### config.mk
export PLATFORM = sky130hd
export DESIGN_NAME = fetch_sequencer
export DESIGN_NICKNAME = d
export VERILOG_FILES = /design/src/rtl/fetch_sequencer.sv
export SDC_FILE = /design/constraint.sdc
export NUM_CORES = 1
export LEC_CHECK = 0
export ABC_AREA = 0
export CORE_UTILIZATION = 46
export DETAILED_ROUTE_END_ITERATION = 16
export PLACE_DENSITY = 0.82
export SETUP_SLACK_MARGIN = 0.15
export SLEW_MARGIN = 20
export SYNTH_ARGS = -nofsm -noshare
export SYNTH_HDL_FRONTEND = slang
export SYNTH_SLANG_ARGS = --single-unit
### constraint.sdc
create_clock -name CLK -period 4.8 [get_ports CLK]
set_input_delay 0.48 -clock CLK [delete_from_list [all_inputs] [get_ports CLK]]
set_output_delay 0.48 -clock CLK [all_outputs]
set_load 0.02 [all_outputs]
### src/rtl/fetch_sequencer.sv
// Instruction fetch sequencer: fetches {program, PC} from instruction memory one word
// at a time, issues it downstream with a valid/ready handshake and steps the PC.
module fetch_sequencer #(
    parameter int PC_W   = 16,
    parameter int INST_W = 10,
    parameter int NPROG  = 2,
    localparam int PROG_W = $clog2(NPROG)
) (
    input  logic                   CLK,
    input  logic                   Init,
    input  logic [PROG_W-1:0]      Program,
    input  logic                   Start,
    input  logic                   Halt,
    input  logic                   BranchTaken,
    input  logic [PC_W-1:0]        BranchTarget,
    input  logic                   SkipNext,
    output logic                   ImemReq,
    output logic [PROG_W+PC_W-1:0] ImemAddr,
    input  logic                   ImemAck,
    input  logic [INST_W-1:0]      ImemData,
    output logic [INST_W-1:0]      Instruction,
    output logic                   InstValid,
    input  logic                   InstReady,
    output logic [PC_W-1:0]        PC,
    output logic                   Running,
    output logic                   Done
);

    typedef enum logic [1:0] {S_IDLE, S_FETCH, S_ISSUE, S_HALTED} state_e;

    state_e              state_q, state_d;
    logic [PC_W-1:0]     pc_q, pc_d;
    logic [INST_W-1:0]   inst_q, inst_d;
    logic [PROG_W-1:0]   prog_q, prog_d;
    logic                halt_pend_q, halt_pend_d;
    logic [PC_W-1:0]     pc_next;

    // Width-limited adds give the modulo-2^PC_W wrap for free.
    always_comb begin
        pc_next = pc_q + PC_W'(1);
        if (BranchTaken)
            pc_next = BranchTarget;
        else if (SkipNext)
            pc_next = pc_q + PC_W'(2);
    end

    always_comb begin
        state_d     = state_q;
        pc_d        = pc_q;
        inst_d      = inst_q;
        prog_d      = prog_q;
        halt_pend_d = halt_pend_q;
        case (state_q)
            S_IDLE, S_HALTED: begin
                if (Start) begin
                    prog_d      = Program;
                    pc_d        = '0;
                    halt_pend_d = 1'b0;
                    state_d     = S_FETCH;
                end
            end
            S_FETCH: begin
                if (ImemAck) begin
                    halt_pend_d = 1'b0;
                    // A halt seen during the fetch drops the returning word unissued.
                    if (halt_pend_q || Halt) begin
                        state_d = S_HALTED;
                    end else begin
                        inst_d  = ImemData;
                        state_d = S_ISSUE;
                    end
                end else if (Halt) begin
                    halt_pend_d = 1'b1;
                end
            end
            S_ISSUE: begin
                if (InstReady) begin
                    pc_d        = pc_next;
                    halt_pend_d = 1'b0;
                    state_d     = (Halt || halt_pend_q) ? S_HALTED : S_FETCH;
                end else if (Halt) begin
                    halt_pend_d = 1'b1;
                end
            end
            default: state_d = S_IDLE;
        endcase
    end

    always_ff @(posedge CLK or negedge Init) begin
        if (!Init) begin
            state_q     <= S_IDLE;
            pc_q        <= '0;
            inst_q      <= '0;
            prog_q      <= '0;
            halt_pend_q <= 1'b0;
        end else begin
            state_q     <= state_d;
            pc_q        <= pc_d;
            inst_q      <= inst_d;
            prog_q      <= prog_d;
            halt_pend_q <= halt_pend_d;
        end
    end

    assign ImemReq     = (state_q == S_FETCH);
    assign ImemAddr    = {prog_q, pc_q};
    assign InstValid   = (state_q == S_ISSUE);
    assign Instruction = inst_q;
    assign PC          = pc_q;
    assign Running     = (state_q == S_FETCH) || (state_q == S_ISSUE);
    assign Done        = (state_q == S_HALTED);

endmodule

==> metrics.md <==
| Metric | Value |
|---|---|
| Run status | completed |
| Worst-Margin Slew | 0.991 ns |
| Hold Crit Depth | 1 |
| Initial Utilization | 0.497 |
| Sequential Power Share | 0.300 |
| I/O pin total | 82 |
| Total grt overflow | 0 |
| Hold-fix buffers at CTS | 0 |
| Cell taking the most area after synthesis | dfrtp_1 |
| Critical path required time | 4.32 ns |
| Area contributors post-synth | dfrtp_1 (40%), buf_4 (6.8%), mux2_2 (6.6%), o21ai_0 (5.3%), ha_1 (3.3%) |
| Tcrit/Tclk final | 0.481 |
| Area grow syn2layout | 42.1% |
| Sw power | roughly 0.6 mW |
| IO buf count | 81 |
| Setup TNS | 0 ns |
| DP HPWL | 3280 um |
| Crit start category | register |
| Final WL | 4510 um |
| Post-synth EDFFs | 0 |
| First-pass iteration count of the detailed router | 5 |
| Clock Sinks | 30 |
| Fill count | 306 |
| Critical path endpoint category | primary output |
| Fin. Hold Viols | 0 |
| Final Max Tran Viols | 0 |
| Synth top area share | 0.398 |
| Post-Syn Area per Cell | 9.43 um2 |
| Commonest non-fill, non-tap cell in the layout | clkdlybuf4s50_1 |
| Post-CTS sizing | 0 |
| Global-route wire length before repair | 7390 um |
| Netlist cell types | 51 |
| Core Box Area | roughly 3800 um2 |
| Total CTS buffers | 5 |
| Fraction of registers with async set/reset | 1.00 |
| Via-per-instance ratio | between 5 and 6 |
| Max-cap violations | 0 |
| Wire per inst | about 14 um |
| Routed Antenna Nets | 0 |
| ANT cells | 0 |
| CP Max Fanout | 8 |
| Sequential area share after synthesis | 0.398 |
| Reg2Reg Depth | 6 |
| Clock share of power | 0.147 |
| Clk root buf | clkbuf_8 |
| Die area | 4360 um2 |
| Unrepaired setup endpoints after global routing | false |
| Overall Global Routing Usage | 0.223 |
| Yosys warns | 0 |
| Cell Int Power | ~0.83 mW |
| Post-Syn Area | 1890 um2 |
| Antenna violations before repair | 0 |
| Seq cells post-synth | 30 |
| Fraction of final layout cells sized beyond drive strength 1 | 0.102 |
| Final #Nets | 303 |
| Endpoints failing setup | 0 |
| Gate power share | 0.553 |
| Maximum root-to-sink buffer count | 2 |
| Max-slew headroom | 0.337 |
| Syn Nets | 240 |
| Initial drt markers | 93 |
| Die width | roughly 66 um |
| F_max | 0.433 GHz |
| Clock transition at path regs | 0.06 ns |
| Clk_lat worst skew | 0.29 ns |
| P_leak | about 1.1 nW |
| Commonest non-fill, non-tap cells in the layout | clkdlybuf4s50_1 (81), dfrtp_1 (30), o21ai_0 (20), nand2_1 (15) |
| H-tree depth | 2 |
| Setup WS pre-CTS | 2.23 ns |
| Worst Setup Slack, final | 2.49 ns |
| Largest net degree at the start of global routing | 32 |
| Global placer's final weighted congestion | 0.810 |
| PD cells | roughly 540 nW/um2 |
| Vias | 1,737 |
| Critical path class | register to primary output |
| Vias in the first global route | 1,645 |
| Post-Syn Instances | 200 |
| Worst VDD drop | 0.497 mV |
| Worst clock skew | 0.00549 ns |
| Sw Ratio | 0.420 |
| FF+latch area | 751 um2 |
| Ys flop type | dfrtp_1 |
| Post-CTS Setup Repair Bufs | 0 |
| Die Ht | 66.0 um |
| Worst hold-check path type | register to register |
| DRC violations left | 0 |
| Combined area of the multi-input logic cells | a little over 900 um2 |
| CTS tree | yes |
| Row count | 22 |
| Crit path time final | 2.31 ns |
| CP arrival | 1.83 ns |
metrics by stage:
step           total power [mW]  cell area, um2  instances   util  hold WS, ns
2_1_floorplan             0.925            1890        200      -        0.184
3_3_place_gp               1.21            2590        304  0.682        0.466
3_5_place_dp               1.22            2590        304  0.682        0.474
4_1_cts                    1.44            2680        312  0.706        0.488
5_1_grt                    1.52            2680        312  0.706        0.513
6_report                   1.44            2680        312  0.706        0.486
path summary, 6_finish.rpt:
| path | startpoint | slack [ns] | to |
|---|---|---|---|
| max | state_q[0] | 2.49 | Running |
| min | halt_pend_q | 0.49 | halt_pend_q |
| max reg2reg | state_q[0] | 2.59 | PC[7] |
| min reg2reg | halt_pend_q | 0.49 | halt_pend_q |
| max in group asynchronous | Init | 3.94 | Instruction[0] |
| min in group asynchronous | Init | 0.58 | PC[12] |
logic make-up (layout without fill, tap and decap cells):
| kind of cell | count (synthesis) | in the layout | synth area share |
|---|---|---|---|
| multiplexers | 14 | 14 | 0.0842 |
| adder cells (fa/ha/maj) | 5 | 5 | 0.0332 |
| flip-flops | 30 | 30 | 0.398 |
| AND/OR/NAND/NOR | 57 | 57 | 0.163 |
| XOR/XNOR | 2 | 2 | 0.00929 |
| AO/OA/AOI/OAI | 59 | 59 | 0.206 |
| buffers and inverters | 33 | 97 | 0.107 |
final cells by class:
type,instances,area share
clock buffer,7,0.0322
clock inverter,1,0.00187
sequential,30,0.280
inverter,7,0.00980
tap,48,0.0224
timing repair buffer,82,0.305
multi-input combinational,137,0.349
power groups by stage:
stage / Combinational, mW / Clock, mW / Sequential, mW
2_1_floorplan: 0.415 / 0 / 0.510
3_3_place_gp: 0.778 / 0 / 0.429
3_5_place_dp: 0.788 / 0 / 0.435
4_1_cts: 0.795 / 0.212 / 0.431
5_1_grt: 0.852 / 0.223 / 0.449
6_report: 0.794 / 0.211 / 0.431
worst max-delay path, stage by stage, from the launching register on:
cell,delay (ns)
dfrtp_1,0.37
inv_1,0.07
ha_1,0.39
inv_1,0.11
clkdlybuf4s50_1,0.60
state kept, by name, summed over array words and instances, names as in the netlist:
signal and flops:
PC 16, Instruction 10, state_q 2, halt_pend_q 1, prog_q 1
synthesized netlist by cell type (all sizes together) (4+ instances only):
cell	n
ha	5
nand2b	4
nand2	15
nor3	6
inv	7
nor2	9
mux2	12
dfrtp	30
nand3	8
buf	23
o21ai	22
a21oi	11
layer usage:
metal,global-route usage,routed length [um],up-vias
li1,-,-,843
met1,0.272,1840,797
met2,0.379,2240,87
met3,0.0397,360,10
met4,0.106,70,0
met5,0,0,-
Power figures use the tool's default switching activity.
